==> src/rtl/mmu_weight_loader.sv <==
// mmu_weight_loader
// Upstream stage of the 2x2 systolic MMU. Buffers one 2x2 weight tile from the
// weight FIFO, waits for the array to go idle, then replays the tile into the
// column psum inputs with column-1 skewed one cycle behind column 0, strobing
// the per-column capture enables, and finally pulses weights_loaded.
//
// Ports:
//   clk             system clock, rising edge
//   reset           asynchronous active-low reset
//   in_valid        weight beat valid from the weight FIFO
//   in_ready        loader can accept a beat (registered)
//   in_data         beat: [DATA_W-1:0] col-0 weight, [2*DATA_W-1:DATA_W] col-1 weight
//   mmu_busy        compute in progress; a load is held off while high
//   col0_out        weight driven into MMU column 0
//   col1_out        weight driven into MMU column 1
//   en_weight_pass  MMU weight pass-through enable
//   en_capture_col0 MMU column-0 capture strobe
//   en_capture_col1 MMU column-1 capture strobe
//   load_active     high for every LOAD cycle
//   weights_loaded  one-cycle pulse after the final capture
//
// Beat 0 of a tile is the bottom row (W10, W11), beat 1 the top row (W00, W01).
// All outputs are registered: the output logic evaluates the *next* state and
// step so that the registered outputs line up with the state they describe.

module mmu_weight_loader #(
  parameter int DATA_W  = 8,
  parameter int CAP_LAT = 1   // 1..3
) (
  input  logic                clk,
  input  logic                reset,
  input  logic                in_valid,
  output logic                in_ready,
  input  logic [2*DATA_W-1:0] in_data,
  input  logic                mmu_busy,
  output logic [DATA_W-1:0]   col0_out,
  output logic [DATA_W-1:0]   col1_out,
  output logic                en_weight_pass,
  output logic                en_capture_col0,
  output logic                en_capture_col1,
  output logic                load_active,
  output logic                weights_loaded
);

  typedef enum logic [1:0] {S_IDLE, S_ARMED, S_LOAD, S_DONE} state_t;

  localparam int             K_W    = 3;
  localparam logic [K_W-1:0] K_CAP0 = K_W'(1 + CAP_LAT);
  localparam logic [K_W-1:0] K_LAST = K_W'(2 + CAP_LAT);  // also column-1 capture step

  state_t              state_q, state_d;
  logic [K_W-1:0]      k_q, k_d;
  logic                count_q, count_d;   // beats already buffered in IDLE (0 or 1)
  logic [2*DATA_W-1:0] bot_q, top_q;       // bottom row (beat 0), top row (beat 1)

  logic                in_ready_d;
  logic [DATA_W-1:0]   col0_d, col1_d;
  logic                pass_d, cap0_d, cap1_d, loaded_d;

  // Handshake uses the registered in_ready so acceptance is only ever in IDLE.
  logic xfer;
  assign xfer = in_valid && in_ready;

  // State register, step counter, tile buffer and output registers.
  // NOTE: sequential state uses non-blocking assignments so every register
  // samples the pre-edge values of the others, independent of statement order.
  // NOTE: the two-entry tile buffer is reset as well, so a tile interrupted by
  // reset can never leak into a later load.
  always_ff @(posedge clk or negedge reset) begin
    if (!reset) begin
      state_q         <= S_IDLE;
      k_q             <= '0;
      count_q         <= 1'b0;
      bot_q           <= '0;
      top_q           <= '0;
      in_ready        <= 1'b0;
      col0_out        <= '0;
      col1_out        <= '0;
      en_weight_pass  <= 1'b0;
      en_capture_col0 <= 1'b0;
      en_capture_col1 <= 1'b0;
      load_active     <= 1'b0;
      weights_loaded  <= 1'b0;
    end else begin
      state_q <= state_d;
      k_q     <= k_d;
      count_q <= count_d;
      if (state_q == S_IDLE && xfer) begin
        if (!count_q) bot_q <= in_data;
        else          top_q <= in_data;
      end
      in_ready        <= in_ready_d;
      col0_out        <= col0_d;
      col1_out        <= col1_d;
      en_weight_pass  <= pass_d;
      en_capture_col0 <= cap0_d;
      en_capture_col1 <= cap1_d;
      load_active     <= pass_d;
      weights_loaded  <= loaded_d;
    end
  end

  // Next-state logic.
  // NOTE: every variable gets a default at the top of the block, so no path
  // through the case leaves one unassigned and no latch is inferred.
  always_comb begin
    state_d = state_q;
    k_d     = k_q;
    count_d = count_q;
    unique case (state_q)
      S_IDLE: begin
        if (xfer) begin
          if (count_q) state_d = S_ARMED;
          else         count_d = 1'b1;
        end
      end
      S_ARMED: begin
        if (!mmu_busy) begin
          state_d = S_LOAD;
          k_d     = '0;
        end
      end
      S_LOAD: begin
        // mmu_busy is deliberately not looked at once the replay has started.
        if (k_q == K_LAST) state_d = S_DONE;
        else               k_d     = k_q + K_W'(1);
      end
      S_DONE: begin
        state_d = S_IDLE;
        count_d = 1'b0;
        k_d     = '0;
      end
      default: begin
        state_d = S_IDLE;
        count_d = 1'b0;
        k_d     = '0;
      end
    endcase
  end

  // Output logic: values for the cycle that follows the coming edge.
  // Column 1 trails column 0 by one step (W10/W00 on col0 at k=0/1,
  // W11/W01 on col1 at k=1/2); captures are gated by LOAD, so they can
  // only coincide with en_weight_pass.
  always_comb begin
    in_ready_d = (state_d == S_IDLE);
    pass_d     = (state_d == S_LOAD);
    loaded_d   = (state_d == S_DONE);
    col0_d     = '0;
    col1_d     = '0;
    cap0_d     = 1'b0;
    cap1_d     = 1'b0;
    if (state_d == S_LOAD) begin
      case (k_d)
        K_W'(0): col0_d = bot_q[DATA_W-1:0];
        K_W'(1): begin
          col0_d = top_q[DATA_W-1:0];
          col1_d = bot_q[2*DATA_W-1:DATA_W];
        end
        K_W'(2): col1_d = top_q[2*DATA_W-1:DATA_W];
        default: ;
      endcase
      cap0_d = (k_d == K_CAP0);
      cap1_d = (k_d == K_LAST);
    end
  end

endmodule

==> config.mk <==
export PLATFORM = sky130hd
export DESIGN_NAME = mmu_weight_loader
export DESIGN_NICKNAME = d
export VERILOG_FILES = /design/src/rtl/mmu_weight_loader.sv
export SDC_FILE = /design/constraint.sdc
export NUM_CORES = 1
export LEC_CHECK = 0
export CAP_MARGIN = 20
export CORE_MARGIN = 2
export CORE_UTILIZATION = 40
export CTS_CLUSTER_DIAMETER = 60
export DETAILED_ROUTE_END_ITERATION = 10
export SLEW_MARGIN = 15
export SYNTH_ARGS = -nofsm -noshare
export SYNTH_HDL_FRONTEND = slang
export SYNTH_SLANG_ARGS = --single-unit
==> constraint.sdc <==
create_clock -name clk -period 3 [get_ports clk]
set_clock_uncertainty 0.2 [all_clocks]
set_input_delay 0.3 -clock clk [delete_from_list [all_inputs] [get_ports clk]]
set_output_delay 0.3 -clock clk [all_outputs]
set_load 0.05 [all_outputs]
Word-level counts from Yosys, hierarchy flattened

Index checks and enable logic that the tools add are counted.

Add/subtract/negate cells: 1
Equality and inequality tests: 10
Mux-type cells: 16
Bitwise gates (word level): 1
Reductions and logical operators: 9

Operator list:

| cell                | count |
|---|---|
| $pmux 8 s2          | 2 |
| $mux 8              | 2 |
| $eq 3x2->1 const B  | 3 |
| $pmux 3 s3          | 1 |
| $eq 2x2->1 const B  | 4 |
| $mux 2              | 4 |
| $pmux 2 s4          | 1 |
| $mux 3              | 2 |
| $reduce_and 2->1    | 3 |
| $logic_not 2->1     | 2 |
| $add 3x1->3 const B | 1 |
| $eq 3x1->1 const B  | 1 |
| $logic_not 3->1     | 1 |
| $mux 1              | 3 |
| $eq 2x1->1 const B  | 1 |
| $logic_and 1x1->1   | 2 |
| $ne 2x2->1 const B  | 1 |
| $pmux 1 s2          | 1 |
| $reduce_bool 2->1   | 1 |
| $not 1->1           | 1 |

Bits in registers: 59
Input bits: 20
Output and inout bits: 22
Word-level logic and storage cells: 49

Logic depth before layout (Yosys ltp)

Gate-level depths: netlist (run 1).

Depth after elaboration: 6
Gate-level depth with buffers: 6
Mapped depth without buffers: 5

Least setup slack after synthesis (run 1)

Ideal clock, no wire load.

Path type: register to register
Start: register in_ready
End: register top_q[0]
Setup time: 0.125 ns
Data arrival time: 1.680 ns
Data required time: 2.675 ns
Setup slack: 0.995 ns
Stages on the path, launching flop included: 6
Path buffers: 2
Period minus slack after synthesis: 2.005 ns
Cells stage by stage: dfrtp_1 > nand3b_4 > or3_1 > buf_4 > buf_6 > mux2_4

Longest elaborated chain between the ends: 3

Ends and longest elaborated chain:

| item                              | line | RTL |
|---|---|---|
| start: declaration                | 33   | `output logic in_ready,` |
| start signal: assignment          | 92   | `in_ready <= in_ready_d;` |
| $logic_and 1x1->1                 | 62   | `assign xfer = in_valid && in_ready;` |
| $logic_and 1x1->1                 | 88   | `if (state_q == S_IDLE && xfer) begin` |
| $reduce_and 2->1 (no source line) | -    |  |
| end signal: assignment            | 90   | `else top_q <= in_data;` |
| end: declaration                  | 54   | `logic [2*DATA_W-1:0] bot_q, top_q;` |

No other way between the ends.
A chain may end at the register's enable or synchronous reset.

Worst setup path in the final report (run 1)

Start: register k_q[0]
End: register col0_out[4]

Longest elaborated chain between the ends: 6
Elaborated cells between the ends (all ways): 12
Classes of those cells: 1 x add/sub; 3 x eq/ne; 7 x mux; 1 x reduce/logical

Ends and longest elaborated chain:

| item                                          | line     | RTL |
|---|---|---|
| start: declaration                            | 52       | `logic [K_W-1:0] k_q, k_d;` |
| start signal: assignment                      | 86       | `k_q <= k_d;` |
| $add 3x1->3 or $eq 3x2->1 (tied branches)     | 126, 125 |  |
| $mux 3                                        | 125      | `if (k_q == K_LAST) state_d = S_DONE;` |
| $pmux 3 s3                                    | 110      | `unique case (state_q)` |
| $eq 3x1->1 or $logic_not 3->1 (tied branches) | 154      | `case (k_d)` |
| $pmux 8 s2                                    | 154      |  |
| $mux 8 *                                      | 153      | `if (state_d == S_LOAD) begin` |
| via col0_d[4]                                 | 57       | `logic [DATA_W-1:0] col0_d, col1_d;` |
| end signal: assignment                        | 93       | `col0_out <= col0_d;` |
| end: declaration                              | 36       | `output logic [DATA_W-1:0] col0_out,` |

Mark *: on every way through the listed nets, which the timed path passes. The rest lies on a longest branch.

==> flow_metrics.tcl, run 1 <==
set metrics [dict create \
    outcome "complete, no violations" \
    setup_tns_ns 0 \
    area_growth_pct 25.8 \
    synthFlopType "dfrtp_1" \
    drive_gt1_share_pct 25.7 \
    min_path_type "reg -> reg" \
    start_util_pct 40.8 \
    syn_area_sq_um 2540 \
    synth_nets 209 \
    final_common_cell "dfrtp_1" \
    yosysTopAreaCell "dfrtp_1" \
    firstDrtPassIters 4 \
    synth_edf_count 0 \
    numPortBuffers 41 \
    core_sq_um 6240 \
    async_flop_share_pct 100 \
    path_clk_slew_ns 0.07 \
    netlist_top_cells_area "dfrtp_1, mux2_2, mux2_4, a32o_1, nand2_1" \
    start_kind "register" \
    crit_fanout 22 \
    cts_max_level 3 \
    die_height_um 83.8 \
    critPathTopFamily "compound AO/OA/AOI/OAI gates" \
    cts-root-buf "clkbuf_8" \
    syn_inst 188 \
    final_area_sq_um 3200 \
    antenna_cells 0 \
    fin_nets 253 \
    grt_usage_pct 15.0 \
    yosys_warnings 0 \
    synth-seq-cells 59 \
    synth_top_area_share_pct 58.0 \
    final_cell_mix "dfrtp_1, clkdlybuf4s50_1, mux2_2" \
    slowest_stage "o31ai_4" \
    die_x_um 83.8 \
    cp.required_ns 3.04 \
    period_minus_slack_ns 2.45 \
    wl_per_cell_um 15.4 \
    powerDensity_nw_per_um2 1130 \
    post_dp_cell_area_sq_um 2980 \
    post_cts_buffers 0 \
    postSynthAreaPerCell_sq_um 13.5 \
    seq_area_frac_synth_pct 58.0 \
    crit_type "reg -> reg" \
    crit_chain "ha_1, and2b_1, o31ai_4, nand2_1, o22ai_1" \
    crit_path_end_kind "register" \
    drc 0 \
    numCtsBuffers 9 \
    grt_max_degree 37 \
    critPathMaxStageDelay_ns 0.74 \
    clock_latency_ns 0.34 \
    rsz0062_at_grt "false" \
    fin_crit_sh_pct 81.7 \
    tightest_slew_ns 1.00 \
    dp.final_hpwl_um 3050 \
    antenna_found_initial 0 \
    dieArea_sq_um 7020 \
    synth_cell_types 43 \
    dr.first_iter.drc_count 56 \
    place_congestion 0.868 \
    p_leak_nw 1.42 \
    cts_tree "built" \
    hold_viol_final 0 \
    drv_slew 0 \
    route.vias.total 1618 \
    postRouteWirelength_um 4830 \
    vdd_drop_max_mv 0.577 \
    critPathBufInv 0 \
    via_per_inst 5.15 \
    setup_violations 0 \
    grt_pass1_vias 1630 \
    num_rows 29 \
    cp.arrival_ns 2.49 \
    detail-route-antenna-nets 0 \
    fmax_ghz 0.408 \
    grt_first_pass_wirelength_um 8060 \
    cts.sinks 59 \
    grt_overflow 0 \
    cap_violations 0 \
    clock_path_buffers 2 \
    num_io_pins 42 \
    slew_headroom_pct 33.0 \
]
power by group:
part	internal, mW	leakage, nW	switching (mW)	total (mW)
sequential	1.14	0.747	0.216	1.35
combinational	0.661	0.574	0.827	1.49
clock	0.465	0.103	0.310	0.775
logic make-up (layout without fill, tap and decap cells):
group / count (synthesis) / in the layout / share of synthesized area (%)
mux: 32 / 32 / 15.3
buf+inv: 14 / 63 / 4.18
compound gates: 30 / 30 / 9.49
flops: 59 / 59 / 58.0
simple gates: 52 / 52 / 12.5
fa+ha+maj: 1 / 1 / 0.492
worst register-to-register path: cells and delay by family, from the launching register on:
kind,cells,cell delay (ns)
compound gates,2,0.96
simple gates,2,0.38
flops,1,0.48
fa+ha+maj,1,0.34
through the flow:
stage          total power, mW  setup WS (ns)  hold WS, ns  utilization [%]  instances
6_report                  3.62          0.548        0.293             51.3        314
2_1_floorplan             2.49          0.995       -0.196                -        188
4_1_cts                   3.66          0.518        0.301             51.3        314
3_5_place_dp              2.86          0.554        0.143             47.8        297
5_1_grt                   3.83          0.352        0.314             51.3        314
3_3_place_gp              2.84          0.581        0.136             47.8        297
what timing repair did:
item / in CTS / in global routing
endpoints found under the hold margin: 23 / 0
hold buffers: 1 / 0
endpoints found under the setup margin: 0 / 0
resized for setup: 0 / 0
state kept, by name, indices dropped and copies added, names as in the netlist, 2 cells and up:
register and flops:
col0_out 8, col1_out 8, k_q 3, state_q 2, bot_q 16, top_q 16
worst paths after layout:
| path | to | cells after the start | slack [ns] | from |
|---|---|---|---|---|
| max in group asynchronous | col1_out[6] | 3 | 1.71 | reset |
| worst min register to register | col1_out[4] | 1 | 0.29 | top_q[12] |
| worst max register to register | col0_out[4] | 5 | 0.55 | k_q[0] |
| min in group asynchronous | load_active | 2 | 0.30 | reset |
| worst max-delay path | col0_out[4] | 5 | 0.55 | k_q[0] |
| worst min-delay path | col1_out[4] | 1 | 0.29 | top_q[12] |
metal layers:
layer	GRT usage (%)	share of wire, %
met5	0	0
met2	21.1	44
met1	21.0	49
met3	3.76	4.3
met4	8.80	2.3
synthesized netlist by cell type (2+ instances only):
cell type / number
a21o_1: 2
a21oi_1: 3
a32o_1: 8
and2b_1: 2
and3_1: 3
buf_2: 4
buf_4: 3
buf_6: 5
dfrtp_1: 59
inv_1: 2
mux2_2: 24
mux2_4: 8
nand2_1: 19
nand2b_1: 2
nand3_1: 2
nor2_1: 4
o21ai_0: 3
o22ai_1: 7
or2_2: 2
or3_1: 2
or3b_2: 2
layout make-up:
| type | instances | area [sq um] |
|---|---|---|
| inverters | 2 | 7.51 |
| flip-flops and latches | 59 | 1480 |
| fillers | 561 | 3040 |
| multi-input cells | 115 | 962 |
| clock buffers | 11 | 131 |
| repair buffers | 45 | 450 |
| clock inverters | 5 | 77.6 |
| well taps | 77 | 96.3 |
(Power assumes the default switching activity.)
==> inputs of run 2 (changes only) <==
==> constraint.sdc (replaced) <==
create_clock -name clk -period 2.4 [get_ports clk]
set_clock_uncertainty 0.2 [all_clocks]
set_input_delay 0.24 -clock clk [delete_from_list [all_inputs] [get_ports clk]]
set_output_delay 0.24 -clock clk [all_outputs]
set_load 0.05 [all_outputs]
==> run 2 against run 1 <==
  * Sequential share of layout area is 0.53 points lower
  * Hold slack worse by 0.054 ns
  * Combinational power is 33% higher
  * Clock power is 14% higher
  * Core utilization is 0.60 points higher
  * Sequential cell count stayed put
  * Via count is 3.1% higher
  * Critical path depth stayed put
  * First-iteration DRC count is 38% higher
  * Non-clock buffer count is 7 higher
  * Routed wire length hardly changed
  * Setup slack worse by 0.33 ns
==> flow_metrics.tcl, run 2 (synthesized netlist as in run 1, its figures left out) <==
set metrics [dict create \
    antenna_found_initial 0 \
    n_fill_cell 566 \
    outcome "complete, no violations" \
    num_rows 29 \
    dp.final_hpwl_um 3190 \
    dieArea_sq_um 7020 \
    cts.sinks 59 \
    path_clk_slew_ns 0.06 \
    slew_headroom_pct 37.5 \
    dr.first_iter.drc_count 77 \
    area_growth_pct 27.3 \
    period_minus_slack_ns 2.19 \
    core_sq_um 6240 \
    final_cells 320 \
    crit_chain "ha_1, and2b_1, o31ai_4, nand2_1, o22ai_1" \
    vdd_drop_max_mv 0.831 \
    antenna_cells 0 \
    final_common_cell "dfrtp_1" \
    grt_max_degree 36 \
    drc 0 \
    fin_nets 260 \
    clock_path_buffers 2 \
    cts_tree "built" \
    cts_max_level 3 \
    die_x_um 83.8 \
    cp.required_ns 2.45 \
    grt_pass1_vias 1733 \
    wl_per_cell_um 15.1 \
    start_util_pct 40.8 \
    cts_resized 0 \
    place_ws_ns 0.220 \
    p_leak_nw 1.46 \
    numPortBuffers 41 \
    hold_viol_final 0 \
    post_cts_buffers 0 \
    top_regs "bot_q x16, top_q x16" \
    num_io_pins 42 \
    route.vias.total 1668 \
    dp.cells 304 \
    detail-route-antenna-nets 0 \
    fmax_ghz 0.457 \
    powerDensity_nw_per_um2 1390 \
    setup_violations 0 \
    tightest_slew_ns 0.937 \
    crit_type "reg -> reg" \
    slowest_stage "o31ai_4" \
    grt_usage_pct 15.5 \
    place_congestion 0.750 \
    cap_violations 0 \
    grt_first_pass_wirelength_um 8400 \
    crit_fanout 22 \
    final_cell_mix "dfrtp_1, clkdlybuf4s50_1, mux2_2" \
    clock_latency_ns 0.33 \
    fin_crit_sh_pct 91.1 \
    numCtsBuffers 9 \
    die_height_um 83.8 \
    setup_tns_ns 0 \
    fin_ws_ns 0.213 \
    via_per_inst 5.21 \
    cts-root-buf "clkbuf_8" \
    firstDrtPassIters 4 \
    crit_path_end_kind "register" \
    critPathMaxStageDelay_ns 0.80 \
    cp.arrival_ns 2.24 \
    min_path_type "in -> async" \
    reg2regPathDepth 5 \
    drive_gt1_share_pct 27.6 \
    rsz0062_at_grt "false" \
    grt_overflow 0 \
    holdBufCountCts 1 \
    drv_slew 0 \
    start_kind "register" \
    postRouteWirelength_um 4830 \
]
[run 2: changes by cell type in the layout (fill, tap and decap cells not counted), sizes merged]
| cell | previous run | this run |
|---|---|---|
| clkinvlp | 1 | 0 |
| clkbuf | 11 | 13 |
| clkinv | 2 | 1 |
| bufinv | 2 | 1 |
| buf | 4 | 11 |
[run 2: critical path, delay by kind of cell, from the launching register on]
family          cells  cell delay (ns)
flops               1             0.39
fa+ha+maj           1             0.23
simple gates        2             0.31
compound gates      2             0.98
[run 2: worst paths after layout]
path,start,to,slack (ns)
max,k_q[0],col0_out[0],0.21
min,reset,load_active,0.24
max reg2reg,k_q[0],col0_out[0],0.21
min reg2reg,top_q[8],col1_out[0],0.29
max in group asynchronous,reset,col1_out[2],1.17
min in group clk,top_q[8],col1_out[0],0.29
[run 2: per-stage QoR]
stage	util [%]	area, sq um	hold slack [ns]	power, mW
detailed placement	48.6	3040	0.0870	3.64
CTS	51.9	3240	0.250	4.55
floorplan	-	2540	-0.256	3.11
global placement	48.6	3040	0.0744	3.61
global route	51.9	3240	0.291	4.79
finish	51.9	3240	0.240	4.49
[run 2: area by class of cell]
type                            instances  area [sq um]  share of cell area [%]
Tap cell                               77          96.3                    2.97
Inverter                                2          7.51                   0.232
Clock inverter                          2          35.0                    1.08
Multi-Input combinational cell        115           962                    29.7
Timing Repair Buffer                   52           503                    15.5
Clock buffer                           13           159                    4.91
Sequential cell                        59          1480                    45.6
[run 2: power by group]
part	switching, mW	total (mW)	leakage, nW	internal, mW
Sequential	0.204	1.63	0.747	1.42
Combinational	1.11	1.98	0.609	0.869
Clock	0.357	0.887	0.0995	0.529
[run 2: metal layers]
metal	share of wire (%)	GRT usage, %	vias up	wire length [um]
met2	46	23.3	45	2240
li1	-	-	785	-
met3	6.8	6.33	9	327
met4	1.6	5.28	0	78
met5	0	0	-	0
met1	45	20.3	829	2190
